[config.mk]
export PLATFORM = sky130hd
export DESIGN_NAME = id_ex_stage_flat
export DESIGN_NICKNAME = d
export VERILOG_FILES = /design/src/rtl/id_ex_stage_if.sv /design/src/rtl/id_ex_stage.sv /design/src/flat_wrapper.sv
export SDC_FILE = /design/constraint.sdc
export NUM_CORES = 1
export LEC_CHECK = 0
export CAP_MARGIN = 0
export CORE_MARGIN = 2
export CORE_UTILIZATION = 39
export DETAILED_ROUTE_END_ITERATION = 6
export HOLD_SLACK_MARGIN = 0.08
export PLACE_DENSITY = 0.83
export SYNTH_ARGS = -nofsm -noshare
export SYNTH_HDL_FRONTEND = slang
export SYNTH_SLANG_ARGS = --single-unit
[constraint.sdc]
create_clock -name clk -period 5.4 [get_ports clk]
set_clock_uncertainty 0.1 [all_clocks]
set_input_delay 1.08 -clock clk [delete_from_list [all_inputs] [get_ports clk]]
set_output_delay 1.08 -clock clk [all_outputs]
set_load 0.02 [all_outputs]
[src/rtl/id_ex_stage_if.sv]
// ID-to-EX pipeline bundle: decoded ID operands/control in, EX-stage view and stall out.
interface id_ex_stage_if;
    logic [4:0]  D_Rs;
    logic [4:0]  D_Rt;
    logic [4:0]  D_Rd;
    logic [31:0] D_BusA;
    logic [31:0] D_BusB;
    logic [31:0] D_Imm32;
    logic [3:0]  D_ALUctr;
    logic        D_ALUSrc;
    logic        D_RegDst;
    logic        D_RegWr;
    logic        D_MemWr;
    logic        D_MemtoReg;
    logic        D_UsesRs;
    logic        D_UsesRt;
    logic        Flush;

    logic [4:0]  E_Rs;
    logic [4:0]  E_Rt;
    logic [4:0]  E_Rw;
    logic [31:0] E_BusA;
    logic [31:0] E_BusB;
    logic [31:0] E_Imm32;
    logic [3:0]  E_ALUctr;
    logic        E_ALUSrc;
    logic        E_RegWr;
    logic        E_MemWr;
    logic        E_MemtoReg;
    logic        E_Valid;
    logic        Stall;

    modport master (
        output D_Rs, D_Rt, D_Rd, D_BusA, D_BusB, D_Imm32, D_ALUctr,
               D_ALUSrc, D_RegDst, D_RegWr, D_MemWr, D_MemtoReg,
               D_UsesRs, D_UsesRt, Flush,
        input  E_Rs, E_Rt, E_Rw, E_BusA, E_BusB, E_Imm32, E_ALUctr,
               E_ALUSrc, E_RegWr, E_MemWr, E_MemtoReg, E_Valid, Stall
    );

    modport slave (
        input  D_Rs, D_Rt, D_Rd, D_BusA, D_BusB, D_Imm32, D_ALUctr,
               D_ALUSrc, D_RegDst, D_RegWr, D_MemWr, D_MemtoReg,
               D_UsesRs, D_UsesRt, Flush,
        output E_Rs, E_Rt, E_Rw, E_BusA, E_BusB, E_Imm32, E_ALUctr,
               E_ALUSrc, E_RegWr, E_MemWr, E_MemtoReg, E_Valid, Stall
    );
endinterface

[src/rtl/id_ex_stage.sv]
// ID/EX pipeline register with load-use interlock, branch squash and $0 write suppression.
// Latency: D_* to E_* one cycle; Stall is combinational from current E_* state and D_* inputs.
// Backpressure: Stall holds PC and IF/ID; EX never freezes, a stall or flush always loads a bubble.
module id_ex_stage #(
    parameter int CNT_W = 16
) (
    input  logic             clk,
    input  logic             rst_n,
    id_ex_stage_if.slave     bus,
    output logic [CNT_W-1:0] StallCnt,
    output logic [CNT_W-1:0] FlushCnt
);

    typedef struct packed {
        logic        valid;
        logic [4:0]  rs;
        logic [4:0]  rt;
        logic [4:0]  rw;
        logic [31:0] busa;
        logic [31:0] busb;
        logic [31:0] imm;
        logic [3:0]  aluctr;
        logic        alusrc;
        logic        regwr;
        logic        memwr;
        logic        memtoreg;
    } ex_t;

    ex_t        ex_q;
    ex_t        ex_nxt;
    logic [4:0] sel_rw;
    logic       rs_hit;
    logic       rt_hit;
    logic       load_use;
    logic       stall;

    // E_RegWr is already cleared for $0 destinations, so no separate E_Rw != 0 term is needed
    // for correctness; it is kept explicit so the hazard reads the same as the pipeline rule.
    assign rs_hit   = bus.D_UsesRs & (bus.D_Rs == ex_q.rw);
    assign rt_hit   = bus.D_UsesRt & (bus.D_Rt == ex_q.rw);
    assign load_use = ex_q.valid & ex_q.memtoreg & ex_q.regwr & (ex_q.rw != 5'd0) & (rs_hit | rt_hit);
    assign stall    = load_use & ~bus.Flush;
    assign sel_rw   = bus.D_RegDst ? bus.D_Rd : bus.D_Rt;

    always_comb begin
        ex_nxt = '0;
        if (!(bus.Flush || load_use)) begin
            ex_nxt.valid    = 1'b1;
            ex_nxt.rs       = bus.D_Rs;
            ex_nxt.rt       = bus.D_Rt;
            ex_nxt.rw       = sel_rw;
            ex_nxt.busa     = bus.D_BusA;
            ex_nxt.busb     = bus.D_BusB;
            ex_nxt.imm      = bus.D_Imm32;
            ex_nxt.aluctr   = bus.D_ALUctr;
            ex_nxt.alusrc   = bus.D_ALUSrc;
            ex_nxt.regwr    = bus.D_RegWr & (sel_rw != 5'd0);
            ex_nxt.memwr    = bus.D_MemWr;
            ex_nxt.memtoreg = bus.D_MemtoReg;
        end
    end

    always_ff @(posedge clk or negedge rst_n) begin
        if (!rst_n) begin
            ex_q     <= '0;
            StallCnt <= '0;
            FlushCnt <= '0;
        end else begin
            ex_q <= ex_nxt;
            if (stall && (StallCnt != {CNT_W{1'b1}})) begin
                StallCnt <= StallCnt + CNT_W'(1);
            end
            if (bus.Flush && (FlushCnt != {CNT_W{1'b1}})) begin
                FlushCnt <= FlushCnt + CNT_W'(1);
            end
        end
    end

    assign bus.Stall      = stall;
    assign bus.E_Valid    = ex_q.valid;
    assign bus.E_Rs       = ex_q.rs;
    assign bus.E_Rt       = ex_q.rt;
    assign bus.E_Rw       = ex_q.rw;
    assign bus.E_BusA     = ex_q.busa;
    assign bus.E_BusB     = ex_q.busb;
    assign bus.E_Imm32    = ex_q.imm;
    assign bus.E_ALUctr   = ex_q.aluctr;
    assign bus.E_ALUSrc   = ex_q.alusrc;
    assign bus.E_RegWr    = ex_q.regwr;
    assign bus.E_MemWr    = ex_q.memwr;
    assign bus.E_MemtoReg = ex_q.memtoreg;

endmodule
[src/flat_wrapper.sv]
// flat-port wrapper written by rule: the top's interface ports become plain ports
module id_ex_stage_flat 
#(
    parameter int CNT_W = 16
)
  (clk, rst_n, StallCnt, FlushCnt, bus_D_Rs, bus_D_Rt, bus_D_Rd, bus_D_BusA, bus_D_BusB, bus_D_Imm32, bus_D_ALUctr, bus_D_ALUSrc, bus_D_RegDst, bus_D_RegWr, bus_D_MemWr, bus_D_MemtoReg, bus_D_UsesRs, bus_D_UsesRt, bus_Flush, bus_E_Rs, bus_E_Rt, bus_E_Rw, bus_E_BusA, bus_E_BusB, bus_E_Imm32, bus_E_ALUctr, bus_E_ALUSrc, bus_E_RegWr, bus_E_MemWr, bus_E_MemtoReg, bus_E_Valid, bus_Stall);
  id_ex_stage_if bus_i ();
  input  logic clk;
  input  logic rst_n;
  output logic [CNT_W-1:0] StallCnt;
  output logic [CNT_W-1:0] FlushCnt;
  input wire logic [$bits(bus_i.D_Rs)-1:0] bus_D_Rs;
  input wire logic [$bits(bus_i.D_Rt)-1:0] bus_D_Rt;
  input wire logic [$bits(bus_i.D_Rd)-1:0] bus_D_Rd;
  input wire logic [$bits(bus_i.D_BusA)-1:0] bus_D_BusA;
  input wire logic [$bits(bus_i.D_BusB)-1:0] bus_D_BusB;
  input wire logic [$bits(bus_i.D_Imm32)-1:0] bus_D_Imm32;
  input wire logic [$bits(bus_i.D_ALUctr)-1:0] bus_D_ALUctr;
  input wire logic [$bits(bus_i.D_ALUSrc)-1:0] bus_D_ALUSrc;
  input wire logic [$bits(bus_i.D_RegDst)-1:0] bus_D_RegDst;
  input wire logic [$bits(bus_i.D_RegWr)-1:0] bus_D_RegWr;
  input wire logic [$bits(bus_i.D_MemWr)-1:0] bus_D_MemWr;
  input wire logic [$bits(bus_i.D_MemtoReg)-1:0] bus_D_MemtoReg;
  input wire logic [$bits(bus_i.D_UsesRs)-1:0] bus_D_UsesRs;
  input wire logic [$bits(bus_i.D_UsesRt)-1:0] bus_D_UsesRt;
  input wire logic [$bits(bus_i.Flush)-1:0] bus_Flush;
  output wire logic [$bits(bus_i.E_Rs)-1:0] bus_E_Rs;
  output wire logic [$bits(bus_i.E_Rt)-1:0] bus_E_Rt;
  output wire logic [$bits(bus_i.E_Rw)-1:0] bus_E_Rw;
  output wire logic [$bits(bus_i.E_BusA)-1:0] bus_E_BusA;
  output wire logic [$bits(bus_i.E_BusB)-1:0] bus_E_BusB;
  output wire logic [$bits(bus_i.E_Imm32)-1:0] bus_E_Imm32;
  output wire logic [$bits(bus_i.E_ALUctr)-1:0] bus_E_ALUctr;
  output wire logic [$bits(bus_i.E_ALUSrc)-1:0] bus_E_ALUSrc;
  output wire logic [$bits(bus_i.E_RegWr)-1:0] bus_E_RegWr;
  output wire logic [$bits(bus_i.E_MemWr)-1:0] bus_E_MemWr;
  output wire logic [$bits(bus_i.E_MemtoReg)-1:0] bus_E_MemtoReg;
  output wire logic [$bits(bus_i.E_Valid)-1:0] bus_E_Valid;
  output wire logic [$bits(bus_i.Stall)-1:0] bus_Stall;
  assign bus_i.D_Rs = bus_D_Rs;
  assign bus_i.D_Rt = bus_D_Rt;
  assign bus_i.D_Rd = bus_D_Rd;
  assign bus_i.D_BusA = bus_D_BusA;
  assign bus_i.D_BusB = bus_D_BusB;
  assign bus_i.D_Imm32 = bus_D_Imm32;
  assign bus_i.D_ALUctr = bus_D_ALUctr;
  assign bus_i.D_ALUSrc = bus_D_ALUSrc;
  assign bus_i.D_RegDst = bus_D_RegDst;
  assign bus_i.D_RegWr = bus_D_RegWr;
  assign bus_i.D_MemWr = bus_D_MemWr;
  assign bus_i.D_MemtoReg = bus_D_MemtoReg;
  assign bus_i.D_UsesRs = bus_D_UsesRs;
  assign bus_i.D_UsesRt = bus_D_UsesRt;
  assign bus_i.Flush = bus_Flush;
  assign bus_E_Rs = bus_i.E_Rs;
  assign bus_E_Rt = bus_i.E_Rt;
  assign bus_E_Rw = bus_i.E_Rw;
  assign bus_E_BusA = bus_i.E_BusA;
  assign bus_E_BusB = bus_i.E_BusB;
  assign bus_E_Imm32 = bus_i.E_Imm32;
  assign bus_E_ALUctr = bus_i.E_ALUctr;
  assign bus_E_ALUSrc = bus_i.E_ALUSrc;
  assign bus_E_RegWr = bus_i.E_RegWr;
  assign bus_E_MemWr = bus_i.E_MemWr;
  assign bus_E_MemtoReg = bus_i.E_MemtoReg;
  assign bus_E_Valid = bus_i.E_Valid;
  assign bus_Stall = bus_i.Stall;
  id_ex_stage #(.CNT_W(CNT_W)) u_core (.clk(clk), .rst_n(rst_n), .bus(bus_i), .StallCnt(StallCnt), .FlushCnt(FlushCnt));
endmodule
* Word-level counts from Yosys, hierarchy flattened *
Cells that the tools add are included.

word-level totals
  input port bits = 125
  output and inout port bits = 153
  register bits = 152

cells by class
  add/subtract/negate cells = 2
  bitwise operators = 10
  multiplexer cells = 2
  reduce and logical (&&, ||, !) cells = 5
  equal/unequal tests = 4

operator list
  cell                     count
  $mux W120                1
  $add A16 B1 Y16 const B  2
  $ne A16 B16 Y1 const B   2
  $eq A5 B5 Y1             2
  $reduce_bool A5 Y1       2
  $and A1 B1 Y1            8
  $mux W5                  1
  $logic_and A1 B1 Y1      2
  $logic_or A1 B1 Y1       1
  $not A1 Y1               1
  $or A1 B1 Y1             1

* Logic depth before layout (Yosys ltp) *
  word-level depth = 6
  depth in mapped cells = 7

* Worst setup path after synthesis *
OpenSTA, ideal clock, no wires.

  path kind = input port to output port
  from = input bus_D_Rs[1]
  to = output bus_Stall
  required time = 4.220 ns
  setup slack = 2.014 ns
  path buffers = 1
  stages = 5
  data arrival time = 2.206 ns
  path through = xnor2_1 nand4_1 o22ai_2 clkbuf_1 and2b_1

between the ends
  word-level cells in the longest chain between the ends = 5

RTL lines
  what             RTL line            source
  start, declared  flat_wrapper.sv:12  input wire logic [$bits(bus_i.D_Rs)-1:0] bus_D_Rs;
  $eq A5 B5 Y1     id_ex_stage.sv:39   assign rs_hit = bus.D_UsesRs & (bus.D_Rs == ex_q.rw);
  $and A1 B1 Y1    id_ex_stage.sv:39
  $or A1 B1 Y1     id_ex_stage.sv:41   assign load_use = ex_q.valid & ex_q.memtoreg & ex_q.regwr & (ex_q.rw != 5'd0) & (rs_hit | rt_hit);
  $and A1 B1 Y1    id_ex_stage.sv:41
  $and A1 B1 Y1    id_ex_stage.sv:42   assign stall = load_use & ~bus.Flush;
  end, declared    flat_wrapper.sv:39  output wire logic [$bits(bus_i.Stall)-1:0] bus_Stall;

No other way between the ends.

* Worst setup path in the final report *
  from = input bus_D_Rt[0]
  to = output bus_Stall

between the ends
  word-level cells in the longest chain between the ends = 5

RTL lines
  what             RTL line            source
  start, declared  flat_wrapper.sv:13  input wire logic [$bits(bus_i.D_Rt)-1:0] bus_D_Rt;
  $eq A5 B5 Y1     id_ex_stage.sv:40   assign rt_hit = bus.D_UsesRt & (bus.D_Rt == ex_q.rw);
  $and A1 B1 Y1    id_ex_stage.sv:40
  $or A1 B1 Y1     id_ex_stage.sv:41
  $and A1 B1 Y1    id_ex_stage.sv:41
  $and A1 B1 Y1    id_ex_stage.sv:42

No other way between the ends.

==> metrics.md <==
| Metric | Value |
|---|---|
| CTS Root Cell | clkbuf_16 |
| CP startpoint kind | input pin |
| Buf/Inv on CP | 3 |
| FMAX | 234 MHz |
| Post_cts resized | 0 |
| Initial antenna violation count | 1 |
| Final Max Tran Viols | 0 |
| Fin nets | 837 |
| Post-synth cell types | 38 |
| Site Rows | 43 |
| Setup Buffers After CTS | 0 |
| Critical Path Sink Type | output pin |
| CP max FO | 19 |
| DR iter-0 viols | 283 |
| CP max-delay cell | clkdlybuf4s50_1 |
| CTS Buf Count | 17 |
| Clk Latency, worst-skew pair | 0.41 ns |
| Hold Crit Class | reg -> reg |
| Global-route wire length before repair | 22,200 um |
| Gr usage total | 0.196 |
| Antenna Nets Post-Route | 0 |
| Placed insts | 871 |
| Syn Inst Count | 426 |
| CP required | 4.22 ns |
| Min Clock Period, post-route | 4.28 ns |
| Post-route insts no fill | 903 |
| H-tree levels | 4 |
| Critical path class | in -> out |
| Core ar. | 13,900 um2 |
| Rel. slew slack | 0.452 |
| Layout area overhead | 63.0% |
| Leak | 3.96 nW |
| Crit-path cells | clkdlybuf4s50_1 -> xnor2_1 -> nand4_1 -> o22ai_2 -> buf_4 -> and2b_1 -> clkdlybuf4s50_1 |
| Reg-to-reg setup timing slack | 2.78 ns |
| Maxcap violations | 0 |
| Ant diodes | 0 |
| Worst IR Drop VDD | 176 uV |
| Count of final hold-check violations | 0 |
| Die width | 124 um |
| GR Overflow Total | 0 |
| Yosys warning count | 0 |
| CTS Hold Bufs | 0 |
| #FFs+latches synth | 152 |
| Pwr per Cell Area | 317 nW/um2 |
| Critical Path AT | 3.10 ns |
| Placer Congestion | 0.877 |
| Status | finished, final reports clean |
| Initial Utilization | 0.401 |
| Mean Syn Cell Area | 13.1 um2 |
| Critical path's top delay family | buffers and inverters |
| Ports | 278 |
| Clk sinks | 152 |
| Largest net degree at the start of global routing | 113 |
| Slew @ Worst Pin | 0.822 ns |
| Port Buf Inserts | 277 |
| Fin Setup TNS | 0 ns |
| DP HPWL | 11,000 um |
| RSZ-0062 raised after global routing | false |
| Vias in the first global route | 4,290 |
| Die H | 124 um |
| Register area share after synthesis | 0.680 |
| Most frequent CP cell | clkdlybuf4s50_1 |
| TritonRoute pass-1 iters | 4 |
| DIE AREA | 15,300 um2 |
| Clock-pin slew on the worst setup and hold paths | 0.06 ns |
| Via density | 4.68 |
| CP max stage delay | 0.59 ns |
| Share of cells above drive strength 1 | 0.0553 |
| Tcrit/Tclk final | 0.792 |
| Clk buf depth | 2 |
| Syn_nets | 553 |
| Via count | 4,224 |
| Drt drc | 0 |
| Setup Viol. Count Final | 0 |
| Fill cells | 997 |
| Mapped cell area | 5590 um2 |
| CTS tree | done |
| Routed wire length | 14,700 um |
| DR WL/cell | 16.2 um |
[metrics by stage]
stage	total power [mW]	worst slack [ns]	instance area [um2]	utilization	hold slack, ns
after floorplan	1.48	2.01	5590	-	0.493
after global placement	1.76	1.09	8540	0.613	0.377
after detailed placement	1.78	1.11	8540	0.613	0.390
after CTS	2.92	1.11	9110	0.654	0.398
after global routing	3.00	1.01	9110	0.654	0.413
final	2.89	1.12	9110	0.654	0.398
[final timing paths]
kind                                     start                    end  depth (start not counted)
max                                bus_D_Rt[0]              bus_Stall                          7
min                        u_core.StallCnt[11]    u_core.StallCnt[11]                          1
max reg2reg                 u_core.bus.E_Rw[1]     u_core.bus.E_RegWr                          5
min reg2reg                u_core.StallCnt[11]    u_core.StallCnt[11]                          1
max in group asynchronous                rst_n  u_core.bus.E_Imm32[5]                          2
min in group asynchronous                rst_n    u_core.FlushCnt[10]                          1
[where the power goes]
group          switching, mW  total, mW  internal, mW
sequential            0.0556       1.27          1.21
combinational          0.224      0.485         0.261
clock                  0.444       1.14         0.692
total                  0.723       2.89          2.17
[cell usage in the layout (no fill, tap or decap), types with 3 or more instances in the layout]
cell and count:
dfrtp_1 152, nor3_1 5, mux2i_1 5, clkbuf_16 17, and4_1 3, clkdlybuf4s50_1 276
nand2_1 11, nor2_1 10, clkinv_2 3, nand4_1 12, xor2_1 5, xnor2_1 30
clkbuf_1 3, and3_1 11, a31oi_1 3, and2_1 113, nor2b_1 7, clkinv_4 4
inv_1 4, nand3_1 13, a21oi_1 3, buf_4 4
[registers in the layout (all words and copies together) (netlist names)]
signal	flops
u_core.bus.E_ALUctr	4
u_core.bus.E_BusB	32
u_core.bus.E_Rw	5
u_core.bus.E_Rt	5
u_core.bus.E_MemtoReg	1
u_core.StallCnt	16
u_core.bus.E_Imm32	32
u_core.FlushCnt	16
u_core.bus.E_ALUSrc	1
u_core.bus.E_Rs	5
u_core.bus.E_Valid	1
u_core.bus.E_BusA	32
u_core.bus.E_RegWr	1
u_core.bus.E_MemWr	1
[cell usage after synthesis, drive strengths merged]
cell | instances | share of area
nand2b | 1 | 0.0011
xor2 | 5 | 0.0078
nand2 | 11 | 0.0074
dfrtp | 152 | 0.68
nand3b | 1 | 0.0013
or3 | 1 | 0.0011
or4b | 1 | 0.0018
o21ai | 1 | 0.00089
nand4 | 12 | 0.013
and2b | 1 | 0.0013
nor4 | 2 | 0.0022
and4 | 3 | 0.0047
nor2b | 7 | 0.0078
buf | 4 | 0.0056
o22ai | 1 | 0.0022
ha | 2 | 0.0045
nor3 | 5 | 0.0045
a21oi | 4 | 0.0043
nor2 | 10 | 0.0067
a41oi | 2 | 0.0031
o21a | 2 | 0.0027
nand3 | 13 | 0.012
and2 | 113 | 0.13
clkbuf | 12 | 0.011
mux2 | 3 | 0.0060
or4 | 2 | 0.0027
inv | 4 | 0.0027
and3 | 11 | 0.012
xnor2 | 30 | 0.047
o211ai | 1 | 0.0013
mux2i | 5 | 0.0090
a31oi | 4 | 0.0056
[cell type report]
cell class | count | area (um2) | share of cell area
clock buffer | 21 | 450 | 0.0494
clock inverter | 11 | 125 | 0.0137
inverter | 4 | 15.0 | 0.00165
multi-input combinational | 254 | 1690 | 0.185
sequential | 152 | 3800 | 0.417
tap | 180 | 225 | 0.0247
timing repair buffer | 281 | 2800 | 0.308
[metal layers]
metal,vias to the layer above,GRT usage,part of all wire
met3,28,0.0774,0.098
met1,2023,0.215,0.36
met2,212,0.336,0.52
li1,1959,-,-
met5,-,0,0.00075
met4,2,0.0824,0.022
[logic make-up after synthesis]
family	Yosys count	share of synthesized area
XOR/XNOR	35	0.0548
flip-flops	152	0.680
adder cells (fa/ha/maj)	2	0.00447
buffers and inverters	20	0.0188
AND/OR/NAND/NOR	194	0.207
multiplexers	8	0.0150
AO/OA/AOI/OAI	15	0.0201
[worst reg2reg max path, cell delays in order (launching register included)]
cell	delay (ns)
dfrtp_1	0.43
or4_1	0.56
o21a_1	0.22
a21oi_4	0.24
buf_4	0.64
and3_1	0.37
No activity file was read; power rests on OpenSTA's default activity.
